--- config.mk ---
export PLATFORM = sky130hd
export DESIGN_NAME = alu_seq
export DESIGN_NICKNAME = d
export VERILOG_FILES = /design/src/rtl/alu_seq.sv
export SDC_FILE = /design/constraint.sdc
export NUM_CORES = 1
export LEC_CHECK = 0
export ABC_AREA = 1
export CAP_MARGIN = 20
export CORE_ASPECT_RATIO = 1.1
export CORE_MARGIN = 1.5
export CORE_UTILIZATION = 30
export CTS_BUF_LIST = sky130_fd_sc_hd__clkbuf_4
export CTS_CLUSTER_DIAMETER = 60
export DETAILED_ROUTE_END_ITERATION = 8
export GPL_TIMING_DRIVEN = 0
export PLACE_DENSITY_LB_ADDON = 0.15
export SYNTH_ARGS = -nofsm -noshare
export SYNTH_HDL_FRONTEND = slang
export SYNTH_SLANG_ARGS = --single-unit
--- constraint.sdc ---
create_clock -name clock -period 9.3 [get_ports clock]
set_input_delay 1.395 -clock clock [delete_from_list [all_inputs] [get_ports clock]]
set_output_delay 1.395 -clock clock [all_outputs]
set_load 0.02 [all_outputs]
--- src/rtl/alu_seq.sv ---
// rtl/alu_seq.sv - multi-cycle signed ALU with start/done handshake
//
// Single-cycle ADD/SUB/AND/OR/NOT/SLT, iterative MUL (shift-add) and DIV
// (restoring) on operand magnitudes, sign fixed up in a final cycle.
//
// Ports:
//   clock    rising-edge clock
//   reset    asynchronous active-high reset
//   start    operation request, sampled only while idle
//   func     000 ADD, 001 SUB, 010 MUL, 011 DIV, 100 AND, 101 OR, 110 NOT, 111 SLT
//   op1      signed operand A
//   op2      signed operand B
//   busy     high while MUL/DIV iterate or fix up the sign
//   done     one-cycle pulse; result and flags valid from this cycle on
//   result   registered signed result
//   overflow arithmetic overflow or divide error
//   equals   op1 == op2 (SUB/SLT only)
//   above    op1 >  op2 signed (SUB/SLT only)
//   zero     result == 0

module alu_seq #(
   parameter int WIDTH = 32,
   parameter int CNT_W = 6
) (
   input  logic             clock,
   input  logic             reset,
   input  logic             start,
   input  logic [2:0]       func,
   input  logic [WIDTH-1:0] op1,
   input  logic [WIDTH-1:0] op2,
   output logic             busy,
   output logic             done,
   output logic [WIDTH-1:0] result,
   output logic             overflow,
   output logic             equals,
   output logic             above,
   output logic             zero
);

   typedef enum logic [1:0] {IDLE, ITER, FIX, DONE} state_t;

   localparam logic [2:0] F_ADD = 3'b000;
   localparam logic [2:0] F_SUB = 3'b001;
   localparam logic [2:0] F_MUL = 3'b010;
   localparam logic [2:0] F_DIV = 3'b011;
   localparam logic [2:0] F_AND = 3'b100;
   localparam logic [2:0] F_OR  = 3'b101;
   localparam logic [2:0] F_NOT = 3'b110;
   localparam logic [2:0] F_SLT = 3'b111;

   state_t state, state_next;

   // MUL: {partial product high half, multiplier shifting out to the right}
   // DIV: {remainder, dividend shifting out / quotient shifting in}
   logic [2*WIDTH-1:0] acc;
   logic [WIDTH-1:0]   opb_mag;
   logic               res_neg;
   logic               is_div;
   logic [CNT_W-1:0]   cnt;

   // single-cycle datapath
   logic [WIDTH-1:0] add_r, sub_r, quick_r;
   logic             quick_ovf, lt_c, eq_c, gt_c, cmp_valid;
   logic [WIDTH-1:0] op1_mag, op2_mag;

   always_comb begin
      add_r     = op1 + op2;
      sub_r     = op1 - op2;
      lt_c      = $signed(op1) < $signed(op2);
      gt_c      = $signed(op1) > $signed(op2);
      eq_c      = (op1 == op2);
      cmp_valid = (func == F_SUB) || (func == F_SLT);
      // -(-2^(W-1)) wraps to itself, which is the correct unsigned magnitude
      op1_mag   = op1[WIDTH-1] ? -op1 : op1;
      op2_mag   = op2[WIDTH-1] ? -op2 : op2;
      quick_r   = '0;
      quick_ovf = 1'b0;
      case (func)
         F_ADD: begin
            quick_r   = add_r;
            quick_ovf = (op1[WIDTH-1] == op2[WIDTH-1]) && (add_r[WIDTH-1] != op1[WIDTH-1]);
         end
         F_SUB: begin
            quick_r   = sub_r;
            quick_ovf = (op1[WIDTH-1] != op2[WIDTH-1]) && (sub_r[WIDTH-1] != op1[WIDTH-1]);
         end
         F_AND:   quick_r = op1 & op2;
         F_OR:    quick_r = op1 | op2;
         F_NOT:   quick_r = ~op1;
         F_SLT:   quick_r = {{(WIDTH-1){1'b0}}, lt_c};
         default: quick_r = '0;
      endcase
   end

   // one iteration step
   logic [WIDTH:0]     mul_sum;
   logic [WIDTH-1:0]   div_shift;
   logic [WIDTH:0]     div_diff;
   logic [2*WIDTH-1:0] step;

   always_comb begin
      mul_sum   = {1'b0, acc[2*WIDTH-1:WIDTH]} + (acc[0] ? {1'b0, opb_mag} : '0);
      // remainder stays below the divisor magnitude, so its top bit is never needed
      div_shift = {acc[2*WIDTH-2:WIDTH], acc[WIDTH-1]};
      div_diff  = {1'b0, div_shift} - {1'b0, opb_mag};
      if (is_div) begin
         if (div_diff[WIDTH])
            step = {div_shift, acc[WIDTH-2:0], 1'b0};
         else
            step = {div_diff[WIDTH-1:0], acc[WIDTH-2:0], 1'b1};
      end else begin
         step = {mul_sum, acc[WIDTH-1:1]};
      end
   end

   // sign fix-up
   logic [WIDTH-1:0] fix_r;
   logic             mul_ovf, div_ovf, fix_ovf;

   always_comb begin
      fix_r   = res_neg ? -acc[WIDTH-1:0] : acc[WIDTH-1:0];
      // a negative product may reach exactly 2^(W-1) in magnitude
      mul_ovf = res_neg ? ((|acc[2*WIDTH-1:WIDTH]) || (acc[WIDTH-1] && (|acc[WIDTH-2:0])))
                        : (|acc[2*WIDTH-1:WIDTH-1]);
      // only -2^(W-1) / -1 yields a positive quotient of 2^(W-1)
      div_ovf = !res_neg && acc[WIDTH-1];
      fix_ovf = is_div ? div_ovf : mul_ovf;
   end

   always_ff @(posedge clock or posedge reset) begin
      if (reset)
         state <= IDLE;
      else
         state <= state_next;
   end

   always_comb begin
      state_next = state;
      busy       = 1'b0;
      done       = 1'b0;
      case (state)
         IDLE: begin
            if (start) begin
               if ((func == F_MUL) || ((func == F_DIV) && (op2 != '0)))
                  state_next = ITER;
               else
                  state_next = DONE;
            end
         end
         ITER: begin
            busy = 1'b1;
            if (cnt == CNT_W'(WIDTH-1))
               state_next = FIX;
         end
         FIX: begin
            busy       = 1'b1;
            state_next = DONE;
         end
         DONE: begin
            done       = 1'b1;
            state_next = IDLE;
         end
         default: state_next = IDLE;
      endcase
   end

   always_ff @(posedge clock or posedge reset) begin
      if (reset) begin
         acc      <= '0;
         opb_mag  <= '0;
         res_neg  <= 1'b0;
         is_div   <= 1'b0;
         cnt      <= '0;
         result   <= '0;
         overflow <= 1'b0;
         equals   <= 1'b0;
         above    <= 1'b0;
         zero     <= 1'b0;
      end else begin
         case (state)
            IDLE: begin
               if (start) begin
                  if ((func == F_DIV) && (op2 == '0)) begin
                     result   <= '0;
                     overflow <= 1'b1;
                     equals   <= 1'b0;
                     above    <= 1'b0;
                     zero     <= 1'b1;
                  end else if ((func == F_MUL) || (func == F_DIV)) begin
                     acc     <= {{WIDTH{1'b0}}, op1_mag};
                     opb_mag <= op2_mag;
                     res_neg <= op1[WIDTH-1] ^ op2[WIDTH-1];
                     is_div  <= (func == F_DIV);
                     cnt     <= '0;
                  end else begin
                     result   <= quick_r;
                     overflow <= quick_ovf;
                     equals   <= cmp_valid && eq_c;
                     above    <= cmp_valid && gt_c;
                     zero     <= (quick_r == '0);
                  end
               end
            end
            ITER: begin
               acc <= step;
               cnt <= cnt + CNT_W'(1);
            end
            FIX: begin
               result   <= fix_r;
               overflow <= fix_ovf;
               equals   <= 1'b0;
               above    <= 1'b0;
               zero     <= (fix_r == '0);
            end
            default: ;
         endcase
      end
   end

endmodule

======== After elaboration in Yosys (flattened, before gate mapping) ========
Index checks and enable logic that the tools add are counted.
word-level totals
  latch bits .............................. 0
  bits in read-only memories .............. 0
  bits in registers ....................... 142
  memories kept ........................... 0
  bits of input ports ..................... 70
  word-level logic and storage cells ...... 120
  bits in writable memories ............... 0
operators by class
  div/mod/pow operators ................... 0
  multiply operators ...................... 0
  add/sub/neg operators ................... 8
  bitwise gates (word level) .............. 5
  reduce and logical (&&, ||, !) cells .... 29
  shifts and indexed selects .............. 0
  multiplexer cells ....................... 44
  $lt $le $gt $ge ......................... 2
  equality and inequality tests ........... 21
operator list
  operator              number
  $mux W64              5
  $mux W32              7
  $pmux W32 S6          1
  $pmux W64 S2          1
  $logic_not A32 Y1     3
  $neg A32 Y32          3
  $pmux W32 S2          1
  $add A32 B32 Y33      1
  $reduce_or A33 Y1     1
  $sub A32 B32 Y33      1
  $add A32 B32 Y32      1
  $and A32 B32 Y32      1
  $eq A32 B32 Y1        1
  $gt A32 B32 Y1        1
  $lt A32 B32 Y1        1
  $not A32 Y32          1
  $or A32 B32 Y32       1
  $reduce_bool A32 Y1   1
  $reduce_or A32 Y1     1
  $sub A32 B32 Y32      1
  $reduce_or A31 Y1     1
  $mux W6               3
  $mux W1               16
  $eq A3 B3 Y1 const B  4
  26 further kinds      51

======== Longest topological paths before layout ========
  depth in word-level cells ............... 8
  gate-level depth with buffers ........... 21
  gate-level depth less buffers ........... 21

======== Worst setup path after synthesis ========
OpenSTA, ideal clock, no wires.
  path type ............................... in2reg
  start point ............................. input port op2[31]
  end point ............................... register zero
  cell stages on the path ................. 16
  required time ........................... 9.223 ns
  path slack .............................. 5.869 ns
  data arrival time ....................... 3.353 ns
  path buffers ............................ 1
  setup time .............................. 0.077 ns
  cell sequence ........................... clkinv_1 > clkbuf_1 > ha_1 > inv_1 > a21oi_1 > a21boi_0 > o21ai_0 > a21oi_1 > nand3_1 > nand3_1 > nand2_1 > nor2_1 > nand3_1 > nor2_1 > nand3_1 > a21oi_1
on the way
  word-level cells in the longest chain between the ends .. 7
ends and longest elaborated chain
  item                                            RTL line  text
  from (decl)                                     30        input logic [WIDTH-1:0] op2,
  $sub A32 B32 Y32, or another cell as far along  68        sub_r = op1 - op2;
  $pmux W32 S6                                    78        case (func)
  $logic_not A32 Y1                               200       zero <= (quick_r == '0);
  $mux W1                                         189       end else if ((func == F_MUL) || (func == F_DIV)) begin
  $mux W1                                         183       if ((func == F_DIV) && (op2 == '0)) begin
  $mux W1                                         182       if (start) begin
  $pmux W1 S2                                     180       case (state)
  to (signal assigned)                            200
  to (signal assigned)                            213       zero <= (fix_r == '0);
  to (decl)                                       37        output logic zero
Parallel ways exist; a longest one is shown, timed or not. The select of a mux whose other input is x is not followed.
A chain may end at the register's enable or synchronous reset.

======== Worst setup path in the final report ========
Same ends and word-level chain as after synthesis.

==> flow_metrics.env <==
export IMPL_status="complete, no violations"
export IMPL_grt_first_pass_wirelength_um=142000
export IMPL_ys_ff_latch=142
export IMPL_max_cap_violations=0
export IMPL_synth_edf_count=0
export IMPL_synth_cells=3300
export IMPL_cts_sink_count=142
export IMPL_fin_setup_tns_ns=0
export IMPL_avgViaCountPerCell=5.28
export IMPL_crit_type="in -> reg"
export IMPL_finalMaxSlewViolations=0
export IMPL_grt_pass1_vias=22489
export IMPL_worst_pin_slew_ns=1.08
export IMPL_synth_top_cell_area_share_pct=17.9
export IMPL_path_max_fanout=11
export IMPL_start_util_pct=30.4
export IMPL_cts_resized=0
export IMPL_ys_flop_type="dfrtp_1"
export IMPL_finalNetCount=3678
export IMPL_grt_overflow_total=0
export IMPL_irDropWorstVdd_mv=0.125
export IMPL_dp_final_hpwl_um=81900
export IMPL_grt_max_degree=98
export IMPL_instances_no_fill=4291
export IMPL_powerDensity_nw_per_um2=277
export IMPL_pre_cts_slack_ns=3.58
export IMPL_cts_path_max_buffers=2
export IMPL_die_x_um=248
export IMPL_gp_congestion=0.988
export IMPL_clkSlewWorstSetupHoldPaths_ns=0.15
export IMPL_syn_nets=3550
export IMPL_skew_ns=0.0280
export IMPL_leakage_nw=11.1
export IMPL_max_stage_delay_ns=0.64
export IMPL_synth_async_reset_ratio_pct=100
export IMPL_min_period_ns=5.06
export IMPL_cp_start_kind="input pin"
export IMPL_route_detailed_drc=0
export IMPL_cp_top_family="buffers and inverters"
export IMPL_cts_max_level=4
export IMPL_die_height_um=272
export IMPL_drt_wirelength_per_cell_um=22.5
export IMPL_yosysMostFrequentCell="nand2_1"
export IMPL_fmax_ghz=0.198
export IMPL_yosysUniqueCellTypes=68
export IMPL_power_w=0.00616
export IMPL_fin_ws_ns=4.24
export IMPL_drive_gt1_share_pct=5.00
export IMPL_hold_depth=2
export IMPL_finalHoldViolations=0
export IMPL_synth_area_leader_cell="dfrtp_1"
export IMPL_via_count=22656
export IMPL_grt_usage_pct=28.6
export IMPL_hold_path_class="reg -> reg"
export IMPL_syn_avg_cell_area_um2=6.00
export IMPL_cts_root_buffer="clkbuf_4"
export IMPL_cp_depth=17
export IMPL_synth_area_um2=19800
export IMPL_syn2layout_area_growth_pct=12.2
export IMPL_critPathBufInv=4
export IMPL_num_rows=98
export IMPL_clkLatencyLatePin_ns=0.74
export IMPL_dr_pass1_iters=5
export IMPL_fillCellCount=7504
export IMPL_final_antenna_net_count=0
export IMPL_dieArea_um2=67600
export IMPL_dp_cells=4258
export IMPL_yosysWarningCount=0
export IMPL_synth_top_cells_by_count="nand2_1 (824), inv_1 (473), nor2_1 (353), a21oi_1 (270), o21ai_0 (247)"
export IMPL_grt_setup_unrepaired="false"
export IMPL_slowest_stage="clkdlybuf4s50_1"
export IMPL_ys_seq_area_share_pct=17.9
export IMPL_cts_made_buffers=17
export IMPL_worst_endpoint_required_ns=9.98
export IMPL_worstPathCellList="clkdlybuf4s50_1, clkinv_1, clkbuf_1, ha_1, inv_1, a21oi_1, a21boi_0, o21ai_0, a21oi_1, nand3_1, nand3_1, nand2_1, nor2_1, nand3_1, nor2_1, nand3_1, a21oi_1"
export IMPL_period_share_pct=54.4
export IMPL_relSlewSlack_pct=27.8
export IMPL_totalWireLength_um=96400
export IMPL_end_kind="register"
export IMPL_finish_utilization_pct=34.1
export IMPL_postCtsHoldBufs=0
export IMPL_reg2regPathDepth=19
export IMPL_ys_top_cells_by_area="dfrtp_1 (18%), nand2_1 (16%), ha_1 (11%), inv_1 (9.0%), a21oi_1 (6.8%)"
export IMPL_port_buffers=107
export IMPL_crit_arrival_ns=5.74
export IMPL_drtIter0Drc=2010
export IMPL_finalSetupViolations=0
export IMPL_cp_common_cell="nand3_1"
export IMPL_cts_setup_buffers=0
export IMPL_core_area_um2=65100
export IMPL_antenna_found_initial=1
export IMPL_ios=108
export IMPL_cts_tree="yes"
sequential cells by signal, indices dropped and copies added, names as in the netlist:
name / count
state: 2
cnt: 6
acc: 64
result: 32
equals: 1
is_div: 1
opb_mag: 32
res_neg: 1
overflow: 1
above: 1
zero: 1
layout make-up:
class	instances	area, um^2	share of cell area [%]
Clock inverter	14	111	0.501
Inverter	486	1840	8.28
Timing Repair Buffer	109	1100	4.97
Multi-Input combinational cell	2566	13900	62.5
Antenna cell	1	2.50	0.0113
Clock buffer	17	128	0.574
Sequential cell	142	3550	16.0
Tap cell	850	1060	4.79
Buffer	106	522	2.35
layout by cell type (no fill, tap or decap), types with 33 or more instances in the layout:
cell type / n
nor2_1: 353
a21oi_1: 270
o22ai_1: 33
nand4_1: 49
xor2_1: 73
clkbuf_1: 50
dfrtp_1: 142
nor3_1: 51
nand3_1: 243
inv_1: 472
o21ai_0: 247
ha_1: 176
clkdlybuf4s50_1: 107
nand2_1: 824
tightest hold or removal path, cell delays in order (launching register included):
cell and delay, ns:
dfrtp_1 0.37, nand2_1 0.05, nand2_1 0.06
stage by stage:
step,area (um^2),hold WS [ns]
6_report,22200,0.501
3_5_place_dp,22000,0.479
4_1_cts,22200,0.516
5_1_grt,22200,0.531
3_3_place_gp,21900,0.480
2_1_floorplan,19800,0.474
report_power, final:
group / switching, W / total (W) / internal, W / leakage (nW)
registers: 0.000347 / 0.00124 / 0.000896 / 1.80
clock network: 0.000287 / 0.000396 / 0.000109 / 0.127
logic: 0.00310 / 0.00452 / 0.00142 / 9.14
total: 0.00374 / 0.00616 / 0.00242 / 11.1
per-layer routing:
metal / track usage (%) / up-vias / wire [um]
met5: 0 / - / 0
met4: 14.8 / 0 / 5610
met3: 3.97 / 182 / 5290
met2: 49.2 / 730 / 46400
met1: 34.4 / 10718 / 39200
li1: - / 11026 / -
worst paths after layout:
| kind | start | to | slack, ns |
|---|---|---|---|
| worst max-delay path | op2[31] | zero | 4.24 |
| worst min-delay path | overflow | overflow | 0.50 |
| max in group asynchronous | reset | opb_mag[12] | 7.43 |
| worst max register to register | acc[0] | acc[61] | 5.35 |
| worst min register to register | overflow | overflow | 0.50 |
| min in group asynchronous | reset | state[1] | 1.03 |
cells by family after synthesis:
logic type,after synthesis,synth area share (%)
AOI/OAI and AO/OA,687,19.5
adders and majority gates,180,11.5
and+or+nand+nor,1608,35.1
buffers and inverters,592,11.9
DFF,142,17.9
xor gates and xnor gates,91,4.02
(Power assumes the default switching activity.)
